**src/rtl/toa_hit_buffer.sv**
```systemverilog
// Hit capture buffer behind the TOA encoder: BCID time-tagging, a first-word
// fall-through FIFO with a valid/ready readout port, and saturating statistics.
module toa_hit_buffer #(
    parameter int DEPTH  = 8,
    parameter int BCID_W = 6,
    parameter int CNT_W  = 8
) (
    input  logic                       clk,
    input  logic                       rst,
    input  logic                       hit_valid,
    input  logic [2:0]                 coarse_phase,
    input  logic [6:0]                 fine_phase,
    input  logic                       error_flag,
    input  logic                       drop_err,
    input  logic                       bx_strobe,
    input  logic                       bc_rst,
    input  logic                       stat_clr,
    output logic [BCID_W+10:0]         dout,
    output logic                       dout_valid,
    input  logic                       dout_ready,
    output logic [$clog2(DEPTH):0]     fifo_count,
    output logic                       overflow,
    output logic [CNT_W-1:0]           err_count,
    output logic [CNT_W-1:0]           drop_count
);
    localparam int AW = $clog2(DEPTH);
    localparam int DW = BCID_W + 11;
    localparam logic [AW:0] FULL_CNT = DEPTH[AW:0];
    localparam logic [AW:0] ONE_CNT  = 1;

    // Readout handshake: a word transfers on any edge where dout_valid and
    // dout_ready are both high; dout/dout_valid hold while dout_ready is low.

    logic [DW-1:0]     mem [DEPTH];
    logic [AW-1:0]     rdPtr;
    logic [AW-1:0]     wrPtr;
    logic [AW-1:0]     rdPtrNext;
    logic [AW:0]       count;
    logic [BCID_W-1:0] bcid;
    logic [DW-1:0]     hitWord;
    logic              wrReq;
    logic              pop;
    logic              isFull;
    logic              wrAcc;
    logic              wrRej;
    logic              errHit;

    assign hitWord   = {bcid, error_flag, coarse_phase, fine_phase};
    assign errHit    = hit_valid & error_flag;
    assign wrReq     = hit_valid & ~(error_flag & drop_err);
    assign pop       = dout_valid & dout_ready;
    assign isFull    = (count == FULL_CNT);
    assign wrAcc     = wrReq & (~isFull | pop);
    assign wrRej     = wrReq & isFull & ~pop;
    assign rdPtrNext = rdPtr + 1'b1;
    assign fifo_count = count;

    // Storage holds every queued word, including the one mirrored on dout.
    always_ff @(posedge clk) begin
        if (wrAcc) begin
            mem[wrPtr] <= hitWord;
        end
    end

    always_ff @(posedge clk) begin
        if (rst) begin
            bcid       <= '0;
            rdPtr      <= '0;
            wrPtr      <= '0;
            count      <= '0;
            dout       <= '0;
            dout_valid <= 1'b0;
            overflow   <= 1'b0;
            err_count  <= '0;
            drop_count <= '0;
        end else begin
            if (bc_rst) begin
                bcid <= '0;
            end else if (bx_strobe) begin
                bcid <= bcid + 1'b1;
            end

            if (wrAcc) begin
                wrPtr <= wrPtr + 1'b1;
            end
            if (pop) begin
                rdPtr <= rdPtr + 1'b1;
            end

            if (wrAcc && !pop) begin
                count <= count + 1'b1;
            end else if (pop && !wrAcc) begin
                count <= count - 1'b1;
            end

            // Next head: the following stored word, or the incoming hit when
            // the buffer is (about to be) empty.
            if (pop) begin
                if (count != ONE_CNT) begin
                    dout <= mem[rdPtrNext];
                end else if (wrAcc) begin
                    dout <= hitWord;
                end
            end else if (count == '0 && wrAcc) begin
                dout <= hitWord;
            end

            if (wrAcc) begin
                dout_valid <= 1'b1;
            end else if (pop && count == ONE_CNT) begin
                dout_valid <= 1'b0;
            end

            if (stat_clr) begin
                err_count  <= '0;
                drop_count <= '0;
                overflow   <= 1'b0;
            end else begin
                if (errHit && err_count != '1) begin
                    err_count <= err_count + 1'b1;
                end
                if (wrRej) begin
                    overflow <= 1'b1;
                    if (drop_count != '1) begin
                        drop_count <= drop_count + 1'b1;
                    end
                end
            end
        end
    end
endmodule

```
**config.mk**
```make
export PLATFORM = sky130hd
export DESIGN_NAME = toa_hit_buffer
export DESIGN_NICKNAME = d
export VERILOG_FILES = /design/src/rtl/toa_hit_buffer.sv
export SDC_FILE = /design/constraint.sdc
export NUM_CORES = 1
export LEC_CHECK = 0
export ABC_AREA = 1
export BUFFER_PORTS_ARGS = -buffer_cell sky130_fd_sc_hd__buf_2
export CORE_UTILIZATION = 30
export CTS_CLUSTER_SIZE = 40
export DETAILED_ROUTE_END_ITERATION = 8
export PLACE_DENSITY = 0.52
export SKIP_CTS_REPAIR_TIMING = 1
export SLEW_MARGIN = 10
export SYNTH_ARGS = -nofsm -noshare
export SYNTH_HDL_FRONTEND = slang
export SYNTH_SLANG_ARGS = --single-unit
```
**constraint.sdc**
```tcl
create_clock -name clk -period 4.9 [get_ports clk]
set_clock_uncertainty 0.1 [all_clocks]
set_input_delay 1.47 -clock clk [delete_from_list [all_inputs] [get_ports clk]]
set_output_delay 1.47 -clock clk [all_outputs]
set_load 0.02 [all_outputs]
```
==> results of run 1 <==
-- placed cells by master (no fill, tap or decap), types with 5 or more instances in the layout --
cell	count
nand2_1	293
edfxtp_1	136
nor2_1	107
inv_1	82
nand3_1	60
buf_2	57
dfxtp_1	50
o21ai_0	40
a21oi_1	30
clkbuf_16	17
ha_1	11
buf_4	11
o21ai_1	9
nor3_1	8
nor2_2	7
clkinv_2	6
inv_2	5
-- routing by layer --
layer  share of wire, %  up-vias  wire length [µm]
met2                 49      114              9670
met4                1.4        0               272
met5                  0        -                 0
met3                4.0       20               784
met1                 46     2826              9100
li1                   -     3012                 -
-- cell type report --
cell class	count	area (µm²)
fill	2764	17500
tap	341	427
inverter	88	332
timing repair buffer	68	368
clock inverter	12	98.8
multi-input combinational	591	2650
clock buffer	20	447
sequential	187	5110
-- critical path: cells and delay by family --
family / cells / cell delay [ns]
and+or+nand+nor: 5 / 1.32
buffers and inverters: 3 / 0.40
-- metrics by stage --
step | worst slack (ns) | std cells
final | 1.66 | 1307
after global routing | 1.52 | 1307
after CTS | 1.64 | 1307
after detailed placement | 1.17 | 1275
after global placement | 1.20 | 1275
after floorplan | 1.66 | 901
-- logic make-up after synthesis --
| family | count (synthesis) | share of synthesized area (%) |
|---|---|---|
| xor gates and xnor gates | 8 | 0.940 |
| muxes | 1 | 0.121 |
| DFF | 187 | 61.9 |
| buffers and inverters | 123 | 6.25 |
| and+or+nand+nor | 491 | 24.3 |
| AOI/OAI and AO/OA | 80 | 4.88 |
| adders and majority gates | 11 | 1.67 |
-- final timing paths --
kind	startpoint	end	slack (ns)	cells after the start
setup reg to reg	rdPtr[0]$_SDFFE_PP0N_	dout[12]$_SDFFE_PP0P_	2.05	8
hold / removal	overflow$_SDFFE_PP0P_	overflow$_SDFFE_PP0P_	0.38	2
hold reg to reg	overflow$_SDFFE_PP0P_	overflow$_SDFFE_PP0P_	0.38	2
setup / recovery	error_flag	mem[2][5]$_DFFE_PP_	1.66	8
-- state kept, by name, indices dropped and copies added (netlist names), 3 cells and up --
name / flops
bcid: 6
dout: 17
drop_count: 8
err_count: 8
fifo_count: 4
mem: 136
rdPtr: 3
wrPtr: 3
-- power by group --
part	total [mW]	internal [mW]	switching (mW)
Sequential	1.79	1.76	0.0382
Clock	1.30	0.709	0.594
Combinational	0.465	0.140	0.326
Total	3.56	2.61	0.958
==> key figures, run 1 <==
Global routing
  • First-pass GRT wire length: around 32 mm
  • Antenna violations before repair: 0
  • Largest net degree at the start of global routing: 46
  • Vias in the first global route: 5834
  • M2 GR Usage: around 25%
  • GRT busiest layer: met2
  • Total global-route track usage: ~15%
  • Met3 Resource Use GR: around 3.3%
  • Routing usage on met1: 19.0%
  • Gr ovfl total: 0

Die
  • Die Height: 168 µm
  • Top-level port count: 58
  • Die W: roughly 170 µm
  • Die Area: 0.0282 mm²
  • Starting density of the core: a little under a third
  • Core ar.: 0.0270 mm²
  • # rows: 60

Timing
  • Hold slack: roughly 0.38 ns
  • Slew @ Worst Pin: 0.977 ns
  • Worst slew margin: a little over a third
  • Unrepaired setup endpoints after global routing: no
  • Final period util: between 60 and 70%
  • Fin. max-slew vios: 0
  • Fmax achieved: 309 MHz
  • Setup violations, final: 0
  • Final hold violation count: 0
  • Setup Total Neg Slack: 0 ns
  • Final Critical Period: between 3 and 4 ns

Placed design
  • Port bufs: 57
  • Detail Placement HPWL: roughly 12 mm
  • Placed cell area: slightly below 0.009 mm²
  • GPL Wtd Cong: about 0.74

Synth
  • Synth top area cells: edfxtp_1 (49%), nand2_1 (13%), dfxtp_1 (12%)
  • Cell variety after synth: 30
  • Mean area per synthesized cell: 9.16 µm²
  • Post-synth EDFFs: 136
  • Main flop type after synthesis: edfxtp_1
  • Sequential element share of the synthesized area: 61.9%
  • Yosys warnings: 0
  • Area leader, netlist: edfxtp_1
  • Leading post-synthesis cells by instance count: nand2_1 (293), edfxtp_1 (136), nor2_1 (114)
  • Share of the synthesized area in the top cell type: between 40 and 50%
  • Post-Syn Area: 0.00825 mm²
  • Seq cells post-synth: 187
  • Most numerous cell in the Yosys netlist: nand2_1
  • Syn_nets: between 900 and 1000
  • Share of flip-flops with an asynchronous set or reset: 0%
  • Post-synthesis cell count: ~900

Hold path
  • Hold Path Class: flop to flop

Final layout
  • Area growth from synthesis to layout: 14.2%
  • Design Area, Final: about 0.0094 mm²
  • ANT cells: 0
  • Nets@finish: 983
  • Ratio of cells with drive above 1 in the final layout: 12.6%
  • Final design utilization: a little over a third

Clock tree
  • Clock Latency Late Sink: approximately 0.43 ns
  • CTS tree: yes
  • Total CTS buffers: 17
  • Root Buffer: clkbuf_16
  • Htree depth: 4
  • Clock Path Buffers: 2
  • Clock Pin Slew Worst Setup and Hold Paths: around 0.070 ns
  • Clock sink total: around 190

Power
  • VDD IR-drop max: roughly 0.00023 V
  • Total Power: about 3.6 mW
  • Cell Pwr Density: ~380 mW/mm²
  • Pleak: 3.85 nW

Drt
  • Wire per inst: 15.2 µm
  • DR iter-0 viols: approximately 360
  • Routed Antenna Nets: 0
  • Via count: 5972
  • First-pass iteration count of the detailed router: 5
  • # DRC: 0
  • Final wirelength: slightly below 20 mm
  • Via density: around 4.6

Worst setup path
  • Cell with the largest stage delay on the worst path: nor2_2
  • Required @ worst endpoint: 4.85 ns
  • Crit path kind: primary input to flop
  • Worst-path fanout max: 17
  • Max stage delay on crit path: 0.79 ns
  • Crit path cell chain: buf_2, nand2_1, nand2_1, inv_1, nand2_1, inv_1, nand2_1, nor2_2
  • Crit path arrival time: ~3.2 ns
  • Most common cell on crit path: nand2_1
  • Worst Setup Start Kind: primary input
  • Setup crit end kind: flop

Status
  • Status: finished, final reports clean

Flow run
  • MaxCap Viol Count: 0
(Power assumes the default switching activity.)
==> run 2: changes to the inputs <==
--- a/config.mk
+++ b/config.mk
@@ -5,12 +5,12 @@
 export SDC_FILE = /design/constraint.sdc
 export NUM_CORES = 1
 export LEC_CHECK = 0
-export ABC_AREA = 1
+export ABC_AREA = 0
 export BUFFER_PORTS_ARGS = -buffer_cell sky130_fd_sc_hd__buf_2
 export CORE_UTILIZATION = 30
 export CTS_CLUSTER_SIZE = 40
 export DETAILED_ROUTE_END_ITERATION = 8
-export PLACE_DENSITY = 0.52
+export PLACE_DENSITY = 0.53
 export SKIP_CTS_REPAIR_TIMING = 1
 export SLEW_MARGIN = 10
 export SYNTH_ARGS = -nofsm -noshare
==> constraint.sdc (replaced) <==
create_clock -name clk -period 3.1 [get_ports clk]
set_clock_uncertainty 0.1 [all_clocks]
set_input_delay 0.93 -clock clk [delete_from_list [all_inputs] [get_ports clk]]
set_output_delay 0.93 -clock clk [all_outputs]
set_load 0.02 [all_outputs]
==> run 2 against run 1 <==
  * Synthesized area decreased by 6.4%
  * Sequential power increased by 61%
  * Worst setup slack got worse by 1.1 ns
  * Sequential cell count unchanged
  * First-iteration DRC count decreased by 23%
  * Non-clock buffer count increased by 20
  * Largest power group unchanged
  * Largest cell class unchanged
  * Sequential share of layout area increased by 1.4 points
  * Clock power increased by 69%
  * Hold slack got worse by 0.037 ns
==> key figures, run 2 <==
Final layout
  • Nets@finish: approximately 640
  • Most common cell after layout, fill and taps aside: edfxtp_1
  • Final design utilization: 36.4%
  • Most frequent cells in the layout: edfxtp_1 (136), buf_2 (57), nor2_1 (54), dfxtp_1 (51), mux2i_1 (38)
  • Fill count: ~2400
  • Largest register FFs: between 100 and 150
  • ANT cells: 0
  • Regs by FF count: mem (136), dout (17)
  • Biggest register: mem
  • Ratio of cells with drive above 1 in the final layout: between 20% and 30%
  • Seq. cell area: around 0.005 mm²
  • Area growth from synthesis to layout: 18.9%
  • Final std cells w/o fill: between 900 and 1000
  • Multi-input gate area: around 0.0025 mm²

Placed design
  • Pre-CTS setup slack: 0.100 ns
  • GPL Wtd Cong: roughly 0.76
  • Detail Placement HPWL: around 11 mm
  • Port bufs: 57
  • DP Cell Count: roughly 920

Hold path
  • Min-Delay Endpoint: overflow$_SDFFE_PP0P_
  • Hold Startpoint: overflow$_SDFFE_PP0P_
  • WHS Path Cells: 2
  • Hold Path Class: flop to flop

Synth
  • Seq cells post-synth: 187
  • Synth top area cells: edfxtp_1 (53%), dfxtp_1 (13%), mux4_1 (5.4%)
  • Sequential element share of the synthesized area: approximately 66%
  • Post-synth EDFFs: about 140
  • Share of flip-flops with an asynchronous set or reset: 0%
  • Cell variety after synth: 49
  • Yosys warnings: 0
  • Area leader, netlist: edfxtp_1
  • Mean area per synthesized cell: 14.6 µm²
  • Post-Syn Area: 0.00772 mm²
  • Post-synthesis cell count: approximately 530
  • Main flop type after synthesis: edfxtp_1
  • Share of the synthesized area in the top cell type: between 50% and 60%
  • Most numerous cell in the Yosys netlist: edfxtp_1
  • Leading post-synthesis cells by instance count: edfxtp_1 (136), nor2_1 (54), dfxtp_1 (51)
  • Syn_nets: 559

Global routing
  • Largest net degree at the start of global routing: 35
  • Antenna violations before repair: 0
  • First-pass GRT wire length: 25.9 mm
  • Total global-route track usage: 13.2%
  • Vias in the first global route: 4490
  • Gr ovfl total: 0

Timing
  • Slew @ Worst Pin: 0.733 ns
  • Fin. max-slew vios: 0
  • Fmax achieved: about 390 MHz
  • Unrepaired setup endpoints after global routing: no
  • Setup violations, final: 0
  • Final hold violation count: 0
  • Final Critical Period: ~2.6 ns
  • Hold slack: 0.347 ns
  • PnR worst setup slack: 0.546 ns
  • Worst slew margin: a little over 50%
  • Final period util: 82.4%

Status
  • Status: finished, final reports clean

Drt
  • Via count: roughly 4600
  • Final wirelength: between 15 and 20 mm
  • Wire per inst: 17.3 µm
  • First-pass iteration count of the detailed router: 4
  • Via density: 4.77
  • # DRC: 0
  • Routed Antenna Nets: 0
  • DR iter-0 viols: between 200 and 300

Die
  • Top-level port count: 58
  • Starting density of the core: a little under a third
  • # rows: 58
  • Die Height: between 150 and 200 µm
  • Die W: 162 µm
  • Core ar.: ~0.025 mm²
  • Die Area: approximately 0.026 mm²

Power
  • Pleak: 3.20 nW
  • VDD IR-drop max: 0.000355 V
  • Total Power: ~6 mW
  • Cell Pwr Density: about 640 mW/mm²

Worst setup path
  • R2r startpoint: fifo_count[0]$_SDFFE_PP0P_
  • Crit path cell chain: buf_2, a21boi_0, buf_4, nand2_1, clkinv_1, buf_4, nand2_1, nor2_1, buf_4
  • FF-to-FF End: mem[7][4]$_DFFE_PP_
  • Worst-path fanout max: 9
  • Crit path kind: primary input to flop
  • Worst reg2reg path depth: 10
  • Most common cell on crit path: buf_4
  • Max stage delay on crit path: 0.35 ns
  • Crit path arrival time: about 2.6 ns
  • Cell with the largest stage delay on the worst path: a21boi_0
  • Worst reg-to-reg setup slack: approximately 0.68 ns
  • Worst Setup Start Kind: primary input
  • Required @ worst endpoint: 3.13 ns
  • Setup crit end kind: flop

Clock tree
  • CTS tree: yes
  • Total CTS buffers: 17
  • Clock sink total: about 190
  • Clock Latency Late Sink: between 0.4 and 0.5 ns
  • Root Buffer: clkbuf_16
  • Clock Pin Slew Worst Setup and Hold Paths: 0.07 ns
  • Clock Path Buffers: 2
  • Htree depth: 4

Flow run
  • MaxCap Viol Count: 0
==> run 2: changes by cell type after synthesis, sizes merged, moves of 9 or more <==
cell,change
a21oi,-18
mux4,+17
a311oi,+17
inv,-81
nand2,-262
o21ai,-46
a22oi,+16
nand3,-36
nand2b,+9
mux2i,+37
buf,-12
nor2,-59
==> run 2: stage by stage <==
step | cell area [µm²] | setup TNS, ns
floorplan | 7760 | -0.0943
CTS | 9190 | 0
detailed placement | 8590 | 0
global placement | 8590 | 0
finish | 9190 | 0
global route | 9190 | 0
==> run 2: worst max-delay path: cells and delay by family <==
kind	cells	cell delay, ns
AOI/OAI and AO/OA	1	0.35
buffers and inverters	5	0.76
and+or+nand+nor	3	0.53
==> run 2: kinds of logic after synthesis <==
group	count (synthesis)	synth area share (%)
simple gates	168	10.6
xor+xnor	23	2.85
buf+inv	32	2.38
mux	55	10.7
compound gates	53	5.69
fa+ha+maj	11	1.78
flops	187	66.1
==> run 2: worst max path at each step <==
stage               start                    to  slack, ns
6_report       error_flag   mem[7][4]$_DFFE_PP_       0.55
3_5_place_dp   error_flag  mem[5][16]$_DFFE_PP_       0.10
5_1_grt        error_flag   mem[5][3]$_DFFE_PP_       0.46
4_1_cts        error_flag  mem[5][10]$_DFFE_PP_       0.56
2_1_floorplan  dout_ready   mem[2][0]$_DFFE_PP_     -0.006
3_3_place_gp   error_flag   mem[5][8]$_DFFE_PP_       0.18
==> run 2: power breakdown <==
group          switching [mW]  leakage (nW)  internal [mW]
clock                   0.949         0.292           1.25
sequential             0.0838          1.68           2.80
combinational           0.496          1.22          0.337
==> run 2: layout make-up <==
class	count	area share, %
flip-flops and latches	187	55.6
inverters	7	0.286
clock inverters	11	1.47
multi-input cells	310	27.3
repair buffers	88	5.91
clock buffers	21	5.01
well taps	330	4.49
==> run 2: routing by layer <==
layer,part of all wire [%],global-route usage (%)
met1,47,17.4
met2,49,21.5
met3,3.9,3.28
met4,0.66,3.47
met5,0,0
==> run 3: changes to the inputs <==
==> constraint.sdc (replaced) <==
create_clock -name clk -period 2.35 [get_ports clk]
set_clock_uncertainty 0.1 [all_clocks]
set_input_delay 0.705 -clock clk [delete_from_list [all_inputs] [get_ports clk]]
set_output_delay 0.705 -clock clk [all_outputs]
set_load 0.02 [all_outputs]
==> run 3 against run 2 <==
  * Global-route usage is 0.32 points higher
  * Total power rose by 32%
  * Clock power is 27% higher
  * Sequential power up 32%
  * Sequential share of layout area is 1.5 points lower
  * Combinational power increased by 43%
  * Hold slack gained 0.0096 ns
==> key figures, run 3 (synthesis results as in run 2) <==
Clock tree
  • CTS tree: yes
  • Clock sink total: around 190
  • Clock Path Buffers: 2
  • Clock Latency Late Sink: between 0.4 and 0.5 ns
  • Root Buffer: clkbuf_16
  • Total CTS buffers: 17
  • Clock Pin Slew Worst Setup and Hold Paths: 0.07 ns
  • Htree depth: 4

Die
  • Starting density of the core: between 30% and 40%
  • Die W: around 160 µm
  • Die Area: between 0.02 and 0.03 mm²
  • Top-level port count: 58
  • Core ar.: 0.0253 mm²
  • # rows: 58
  • Die Height: around 160 µm

Drt
  • Via count: approximately 4600
  • Routed Antenna Nets: 0
  • DR iter-0 viols: approximately 280
  • Via density: ~4.7
  • Wire per inst: around 18 µm
  • Final wirelength: between 15 and 20 mm
  • First-pass iteration count of the detailed router: 4
  • # DRC: 0

Timing
  • Final period util: between 90% and 100%
  • Setup Total Neg Slack: 0 ns
  • Setup violations, final: 0
  • Slew @ Worst Pin: 0.692 ns
  • Final hold violation count: 0
  • PnR worst setup slack: ~0.15 ns
  • Fin. max-slew vios: 0
  • Final Critical Period: 2.20 ns
  • Unrepaired setup endpoints after global routing: no
  • Fmax achieved: 455 MHz
  • Worst slew margin: between 50% and 60%

Worst setup path
  • CP top delay family: simple AND/OR/NAND/NOR gates
  • Worst reg2reg path depth: 11
  • CP Buf/Inv Count: 2
  • FF-to-FF End: fifo_count[3]$_SDFFE_PP0P_
  • Cell with the largest stage delay on the worst path: or4_1
  • Worst Setup Start Kind: flop
  • Crit path cell chain: inv_1, ha_1, and3b_1, nand2_4, nand2_8, clkinv_4, ha_4, or4_1, a21oi_2, xnor2_1, nor2_1
  • Max stage delay on crit path: 0.42 ns
  • R2r startpoint: fifo_count[1]$_SDFFE_PP0P_
  • Worst reg-to-reg setup slack: between 0.15 and 0.2 ns
  • Crit path arrival time: 2.41 ns
  • Required @ worst endpoint: about 2.6 ns
  • Setup crit end kind: flop
  • Worst-path fanout max: 6
  • Crit path kind: flop to flop

Global routing
  • Largest net degree at the start of global routing: 33
  • Vias in the first global route: approximately 4800
  • Antenna violations before repair: 0
  • Total global-route track usage: a little over an eighth
  • First-pass GRT wire length: approximately 27 mm
  • Gr ovfl total: 0

Final layout
  • Most frequent cells in the layout: edfxtp_1 (136), buf_2 (57), nor2_1 (53), dfxtp_1 (49), mux2i_1 (38)
  • Area growth from synthesis to layout: 22.2%
  • Ratio of cells with drive above 1 in the final layout: roughly a quarter
  • Multi-input gate area: 0.00259 mm²
  • Largest register FFs: 136
  • Regs by FF count: mem (136), dout (17)
  • Seq. cell area: around 0.005 mm²
  • Most common cell after layout, fill and taps aside: edfxtp_1
  • Fill count: 2424
  • Nets@finish: ~650
  • Biggest register: mem
  • ANT cells: 0

Placed design
  • GPL Wtd Cong: around 0.75
  • Detail Placement HPWL: 10.9 mm
  • Pre-CTS setup slack: -0.0350 ns
  • Port bufs: 57

Power
  • VDD IR-drop max: between 0.0003 and 0.0004 V
  • Clock share of power: ~36%
  • Sw power: approximately 2 mW
  • Sequential power share: 48.8%
  • Switching portion of total power: 25.7%
  • Pleak: around 3.3 nW
  • Int Power: roughly 5.8 mW
  • Combinational share of power: roughly 15%
  • Cell Pwr Density: between 800 and 900 mW/mm²

Status
  • Status: finished, final reports clean

Flow run
  • MaxCap Viol Count: 0

Hold path
  • Min-Delay Endpoint: overflow$_SDFFE_PP0P_
  • Hold Startpoint: overflow$_SDFFE_PP0P_
  • Hold Path Class: flop to flop
  • WHS Path Cells: 2
run 3: changes by cell type in the layout (fill, tap and decap cells not counted), sizes merged:
cell,previous run,this run
inv,10,8
clkinv,5,7
buf,88,101
run 3: per-layer routing:
metal | vias to the layer above | track usage (%) | routed length (µm)
li1 | 2196 | - | -
met1 | 2282 | 16.8 | 7420
met2 | 105 | 23.3 | 8540
met3 | 9 | 2.98 | 835
met4 | 0 | 3.90 | 131
met5 | - | 0 | 0
run 3: cell type report:
type                    count  share of cell area, %
inverters                   7                  0.384
clock inverters            11                   1.25
well taps                 330                   4.37
flip-flops and latches    187                   54.1
multi-input cells         310                   27.4
repair buffers            101                   7.71
clock buffers              21                   4.77
run 3: power by group through the flow:
stage | logic, mW | registers (mW) | clock network, mW
after floorplan | 0.686 | 3.97 | 0
after global placement | 1.19 | 3.87 | 0
after detailed placement | 1.21 | 3.88 | 0
after CTS | 1.22 | 3.81 | 2.86
after global routing | 1.31 | 3.82 | 2.99
final | 1.19 | 3.81 | 2.80
run 3: how the worst max path moves through the flow:
stage / start / endpoint / slack (ns) / cells after the start
CTS: fifo_count[1]$_SDFFE_PP0P_ / mem[6][2]$_DFFE_PP_ / 0.14 / 10
detailed placement: error_flag / mem[6][5]$_DFFE_PP_ / -0.03 / 9
global route: rdPtr[1]$_SDFFE_PP0N_ / dout[16]$_SDFFE_PP0P_ / 0.02 / 7
floorplan: dout_ready / fifo_count[3]$_SDFFE_PP0P_ / -0.05 / 11
global placement: error_flag / mem[6][7]$_DFFE_PP_ / -0.01 / 9
finish: fifo_count[1]$_SDFFE_PP0P_ / fifo_count[3]$_SDFFE_PP0P_ / 0.15 / 11
run 3: per-stage QoR:
step | hold WS (ns) | area [µm²] | instances | power (mW) | utilization (%)
2_1_floorplan | 0.340 | 7880 | 529 | 4.65 | -
3_3_place_gp | 0.336 | 8870 | 935 | 5.07 | 35.1
3_5_place_dp | 0.337 | 8870 | 935 | 5.09 | 35.1
4_1_cts | 0.354 | 9440 | 967 | 7.88 | 37.4
5_1_grt | 0.401 | 9440 | 967 | 8.12 | 37.4
6_report | 0.357 | 9440 | 967 | 7.80 | 37.4
run 3: tightest hold or removal path: stages (launching register included):
cell and delay [ns]:
dfxtp_1 0.31, inv_1 0.05, a21oi_1 0.05
